## config.mk

```make
export PLATFORM = sky130hd
export DESIGN_NAME = bp_lce_req_arb
export DESIGN_NICKNAME = d
export VERILOG_FILES = /design/src/rtl/bp_lce_req_arb.sv
export SDC_FILE = /design/constraint.sdc
export NUM_CORES = 1
export LEC_CHECK = 0
export ABC_AREA = 0
export BUFFER_PORTS_ARGS = -buffer_cell sky130_fd_sc_hd__buf_2
export CAP_MARGIN = 10
export CORE_MARGIN = 2
export CORE_UTILIZATION = 35
export DETAILED_ROUTE_END_ITERATION = 8
export GPL_ROUTABILITY_DRIVEN = 0
export PLACE_DENSITY = 0.78
export SYNTH_ARGS = -nofsm -noshare
export SYNTH_HDL_FRONTEND = slang
export SYNTH_SLANG_ARGS = --single-unit
```

## constraint.sdc

```tcl
create_clock -name clk_i -period 2.6 [get_ports clk_i]
set_input_delay 0.13 -clock clk_i [delete_from_list [all_inputs] [get_ports clk_i]]
set_output_delay 0.13 -clock clk_i [all_outputs]
set_load 0.05 [all_outputs]
```

## src/rtl/bp_lce_req_arb.sv

```systemverilog
// bp_lce_req_arb
//   Shares one LCE request network port between num_req_p request sources (for
//   example the I$ and D$ LCE request handlers of a tile). A round-robin arbiter
//   feeds a one-entry registered output stage. Each source has its own
//   outstanding-request credit counter, so one source can be throttled without
//   stalling the others.
//
// Parameters
//   num_req_p            number of request sources (>= 2)
//   credits_p            max outstanding requests per source
//   lce_req_msg_width_p  width of one LCE request message
//
// Ports
//   clk_i                clock, all state updates on posedge
//   reset_n_i            asynchronous active-low reset
//   req_i                source messages, source k in slice k
//   req_v_i              source valid
//   req_ready_and_o      source k accepted when req_v_i[k] & req_ready_and_o[k]
//   credit_return_i      one pulse per completed request of source k
//   credits_full_o       count[k] == credits_p
//   credits_empty_o      count[k] == 0
//   lce_req_o            registered message to the network
//   lce_req_v_o          registered valid
//   lce_req_ready_and_i  network accepts when lce_req_v_o & lce_req_ready_and_i
module bp_lce_req_arb #(
   parameter int unsigned num_req_p           = 2,
   parameter int unsigned credits_p           = 4,
   parameter int unsigned lce_req_msg_width_p = 64
) (
   input  logic                                     clk_i,
   input  logic                                     reset_n_i,
   input  logic [num_req_p*lce_req_msg_width_p-1:0] req_i,
   input  logic [num_req_p-1:0]                     req_v_i,
   output logic [num_req_p-1:0]                     req_ready_and_o,
   input  logic [num_req_p-1:0]                     credit_return_i,
   output logic [num_req_p-1:0]                     credits_full_o,
   output logic [num_req_p-1:0]                     credits_empty_o,
   output logic [lce_req_msg_width_p-1:0]           lce_req_o,
   output logic                                     lce_req_v_o,
   input  logic                                     lce_req_ready_and_i
);

   localparam int unsigned cnt_width_lp = $clog2(credits_p + 1);
   localparam int unsigned idx_width_lp = $clog2(num_req_p);

   logic [cnt_width_lp-1:0]        count_r [num_req_p];
   logic [idx_width_lp-1:0]        last_r;
   logic [lce_req_msg_width_p-1:0] data_r;
   logic                           v_r;

   logic [num_req_p-1:0]           elig;
   logic [num_req_p-1:0]           grant;
   logic [idx_width_lp-1:0]        grant_idx;
   logic                           grant_found;
   logic                           space;
   logic                           accept;
   logic [lce_req_msg_width_p-1:0] sel_msg;
   logic [num_req_p-1:0]           inc;

   // Credit status and eligibility
   always_comb begin
      credits_full_o  = '0;
      credits_empty_o = '0;
      for (int unsigned k = 0; k < num_req_p; k++) begin
         credits_full_o[k]  = (count_r[k] == cnt_width_lp'(credits_p));
         credits_empty_o[k] = (count_r[k] == '0);
      end
   end

   assign elig  = req_v_i & ~credits_full_o;
   assign space = ~v_r | lce_req_ready_and_i;

   // Round-robin search starting just after the last granted source
   always_comb begin
      int unsigned idx;
      idx         = 0;
      grant       = '0;
      grant_idx   = '0;
      grant_found = 1'b0;
      for (int unsigned i = 1; i <= num_req_p; i++) begin
         idx = 32'(last_r) + i;
         if (idx >= num_req_p) idx = idx - num_req_p;
         if (!grant_found && elig[idx]) begin
            grant_found = 1'b1;
            grant[idx]  = 1'b1;
            grant_idx   = idx_width_lp'(idx);
         end
      end
   end

   always_comb begin
      sel_msg = '0;
      for (int unsigned k = 0; k < num_req_p; k++) begin
         if (grant[k]) sel_msg = req_i[k*lce_req_msg_width_p +: lce_req_msg_width_p];
      end
   end

   // Ready is gated by reset so nothing is handshaken while the block is held in reset
   assign req_ready_and_o = grant & {num_req_p{space & reset_n_i}};
   assign accept          = space & grant_found & reset_n_i;
   assign inc             = req_v_i & req_ready_and_o;

   // One-entry output stage; a drain and a new accept in the same cycle reload it
   always_ff @(posedge clk_i or negedge reset_n_i) begin
      if (!reset_n_i) begin
         v_r    <= 1'b0;
         data_r <= '0;
         last_r <= idx_width_lp'(num_req_p - 1);
      end else if (accept) begin
         v_r    <= 1'b1;
         data_r <= sel_msg;
         last_r <= grant_idx;
      end else if (lce_req_ready_and_i) begin
         v_r    <= 1'b0;
      end
   end

   // Credits are consumed at accept, not at network drain
   always_ff @(posedge clk_i or negedge reset_n_i) begin
      if (!reset_n_i) begin
         for (int unsigned k = 0; k < num_req_p; k++) count_r[k] <= '0;
      end else begin
         for (int unsigned k = 0; k < num_req_p; k++) begin
            if (inc[k] && !credit_return_i[k]) begin
               count_r[k] <= count_r[k] + 1'b1;
            end else if (credit_return_i[k] && !inc[k] && (count_r[k] != '0)) begin
               count_r[k] <= count_r[k] - 1'b1;
            end
         end
      end
   end

   // A credit return with nothing outstanding indicates a protocol bug upstream
   always_ff @(posedge clk_i) begin
      for (int unsigned k = 0; k < num_req_p; k++) begin
         assert (!(reset_n_i && credit_return_i[k] && (count_r[k] == '0)))
            else $error("bp_lce_req_arb: credit return on source %0d with zero count", k);
      end
   end

   assign lce_req_o   = data_r;
   assign lce_req_v_o = v_r;

endmodule

```

==> run_results.csv <==
group,metric,value,unit
synthesis,synthAdderAreaFrac,1.19,%
timing,clock.fmax,404,MHz
synthesis,synth_compound_gate_area_share,25.0,%
critical_path,critPathRequiredTime,2.81,ns
route,route.detailed.drc,0,
placed_design,io_buffers,205,
synthesis,synth_edf_count,0,
min_path,holdPathStages,2,
route,dr.pass1.iters,5,
clock_tree,numCtsBuffers,9,
timing,rsz0062_at_grt,"false",
synthesis,synth-seq-cells,72,
synthesis,synthArstFlopShare,100,%
critical_path,critical_path.startpoint_type,"flop",
clock_tree,clk_latency,0.33,ns
synthesis,synthSimpleGateAreaFrac,12.8,%
critical_path,r2r_start,"count_r[3]",
critical_path,r2r-end,"count_r[1]",
synthesis,ys_warn_count,0,
timing,worstMarginPinSlew,0.997,ns
route,vias,3362,
timing,period_needed,2.48,ns
timing,setup_viol,0,
critical_path,cp_common_cell,"mux2i_1",
layout,final_nets,675,
critical_path,crit_fanout,4,
min_path,min-delay-start,"credit_return_i[1]",
power,power.density,1480,nW/µm²
timing,clock_skew,0.0101,ns
route,ant_nets,0,
grt,grt_first_pass_wirelength,14.7,mm
outcome,status,"complete, no violations",
route,vias_per_cell,5.01,
route,totalWireLength,9.85,mm
timing,maxSlewViolCount,0,
timing,hold_viol,0,
critical_path,setup.worst_path.end_class,"flop",
min_path,holdPathEnd,"count_r[1]",
synthesis,synthesis.area,3370,µm²
die,die_width,102,µm
synthesis,synth_seq_area_share,53.5,%
die,dieArea,10400,µm²
die,initial_core_util,36.3,%
layout,fillCellCount,893,
placed_design,pre_cts_ws,-0.0104,ns
power,ir_worst_vdd,0.000545,V
min_path,hp-class,"input pin to flop",
layout,finish.instance_area,4770,µm²
layout,diodes,0,
clock_tree,cts.clk_slew.worst_paths,0.07,ns
synthesis,yosysUniqueCellTypes,33,
power,power.leakage,0.00229,µW
critical_path,ff2ff_setup_slack,0.12,ns
grt,grt_pass1_vias,3152,
critical_path,arrival,2.68,ns
synthesis,syn_avg_cell_area,9.94,µm²
clock_tree,clkSinkCount,72,
grt,track_usage,18.0,%
layout,drive_above_1_share,44.8,%
grt,grt_max_degree,67,
job,max-cap-violations,0,
clock_tree,ctsHtreeMaxLevel,3,
timing,tns,0,ns
route,drtIter0Drc,112,
critical_path,crit_path_max_incr_delay,0.47,ns
die,die_y,102,µm
synthesis,synth_cells,339,
clock_tree,cts_tree,"built",
grt,overflow,0,
synthesis,ys.flop_type,"dfrtp_1",
placed_design,dp.final_hpwl,7.13,mm
synthesis,synth_top_family_by_area,"compound AO/OA/AOI/OAI gates",
clock_tree,cts_root_buffer,"clkbuf_8",
critical_path,cp_cell_sequence,"or3b_4 > and3_4 > or3_1 > fa_1 > nor2b_1 > mux2i_1 > mux2i_1",
timing,timing.final.crit_share,95.3,%
synthesis,syn_nets,476,
clock_tree,cts_buffer_depth,2,
placed_design,dpl_cell_area,4510,µm²
synthesis,synth_xor_area_share,1.26,%
synthesis,synthMuxAreaShare,2.08,%
timing,slew_headroom,33.5,%
critical_path,slowest_stage,"fa_1",
die,rows,35,
die,num_io_pins,206,
route,wire_per_inst,14.7,µm
grt,antenna_found_initial,0,
timing,setup_slack,0.123,ns
die,core,9280,µm²
layout,syn2layout_area_growth,41.6,%
clock_tree,cts_setup_buffers,0,
critical_path,rr_worst_depth,7,
critical_path,path_class,"flop to flop",
## kinds of logic (layout without fill, tap and decap cells)
| family | Yosys count | in the layout |
|---|---|---|
| and+or+nand+nor | 91 | 92 |
| muxes | 7 | 7 |
| buffers and inverters | 29 | 231 |
| DFF | 72 | 72 |
| adders and majority gates | 2 | 2 |
| AOI/OAI and AO/OA | 134 | 134 |
| xor gates and xnor gates | 4 | 4 |
## registers in the layout, summed over array words and instances, names as in the netlist
register	cells
lce_req_v_o	1
count_r	6
lce_req_o	64
last_r	1
## layer usage
layer | wire (µm) | GRT usage, % | share of wire (%) | vias to the layer above
li1 | - | - | - | 1635
met4 | 174 | 6.67 | 1.8 | 0
met5 | 0 | 0 | 0 | -
met2 | 4960 | 31.9 | 50 | 138
met1 | 4040 | 21.8 | 41 | 1574
met3 | 680 | 3.49 | 6.9 | 15
## cell usage in the layout, fill, tap and decap left out, types with 2 or more instances in the layout
| cell | n |
|---|---|
| a21oi_1 | 66 |
| a22oi_1 | 64 |
| buf_2 | 204 |
| buf_4 | 8 |
| bufinv_16 | 3 |
| clkbuf_8 | 10 |
| dfrtp_1 | 70 |
| inv_1 | 2 |
| mux2i_1 | 7 |
| nand2_1 | 5 |
| nand2b_1 | 2 |
| nor2_1 | 64 |
| nor2_2 | 2 |
| nor2_4 | 2 |
| nor2b_1 | 3 |
| nor3_1 | 3 |
| or3b_4 | 2 |
| xnor2_1 | 3 |
## repair_timing
item / in CTS / in global routing
gates resized for setup: 0 / 2
endpoints found under the setup margin: 2 / 1
hold buffers: 1 / 0
cloned: 1 / 0
endpoints found under the hold margin: 71 / 0
pin swaps: 1 / 0
## where the power goes
part	internal, µW	switching, µW	total (µW)
registers	1670	326	2000
logic	1020	2980	4000
clock network	661	410	1070
## cell usage after synthesis, drive strengths merged (2+ instances only)
library cell / count / share of area [%]
a21oi: 67 / 10
a22oi: 64 / 14
buf: 14 / 2.5
clkbuf: 12 / 1.3
dfrtp: 71 / 53
fa: 2 / 1.2
inv: 3 / 0.33
mux2i: 7 / 2.1
nand2: 5 / 0.56
nand2b: 2 / 0.37
nor2: 67 / 7.8
nor2b: 3 / 0.56
nor3: 4 / 0.93
nor3b: 2 / 0.59
or3b: 2 / 0.52
xnor2: 4 / 1.3
## worst max path at each step
stage / endpoint / slack [ns] / cells past startpoint / startpoint
floorplan: count_r[5] / -0.08 / 9 / count_r[1]
global placement: lce_req_o[20] / 0.12 / 7 / count_r[1]
detailed placement: lce_req_o[18] / -0.01 / 7 / count_r[1]
CTS: count_r[1] / 0.09 / 7 / count_r[3]
global route: count_r[1] / 0.03 / 7 / count_r[3]
finish: count_r[1] / 0.12 / 7 / count_r[3]
## critical path: cells and delay by family, from the launching register on
kind / cells / cell delay [ns]
muxes: 2 / 0.27
adders and majority gates: 1 / 0.47
and+or+nand+nor: 4 / 1.17
DFF: 1 / 0.44
## per-stage QoR
| step | hold slack (ns) | power (µW) | cells | utilization [%] |
|---|---|---|---|---|
| 3_3_place_gp | 0.213 | 5910 | 654 | 48.6 |
| 4_1_cts | 0.0327 | 7140 | 671 | 51.3 |
| 6_report | 0.0575 | 7070 | 671 | 51.4 |
| 2_1_floorplan | -0.166 | 5050 | 339 | - |
| 5_1_grt | 0.0365 | 7500 | 671 | 51.4 |
| 3_5_place_dp | 0.222 | 6010 | 654 | 48.6 |
## area by class of cell
class	count	area [µm²]	share of cell area [%]
tap	129	161	3.38
clock inverter	5	104	2.18
sequential	72	1800	37.8
inverter	3	18.8	0.393
clock buffer	10	138	2.88
timing repair buffer	213	1090	22.9
multi-input combinational	239	1450	30.5
No activity file was read; power rests on OpenSTA's default activity.
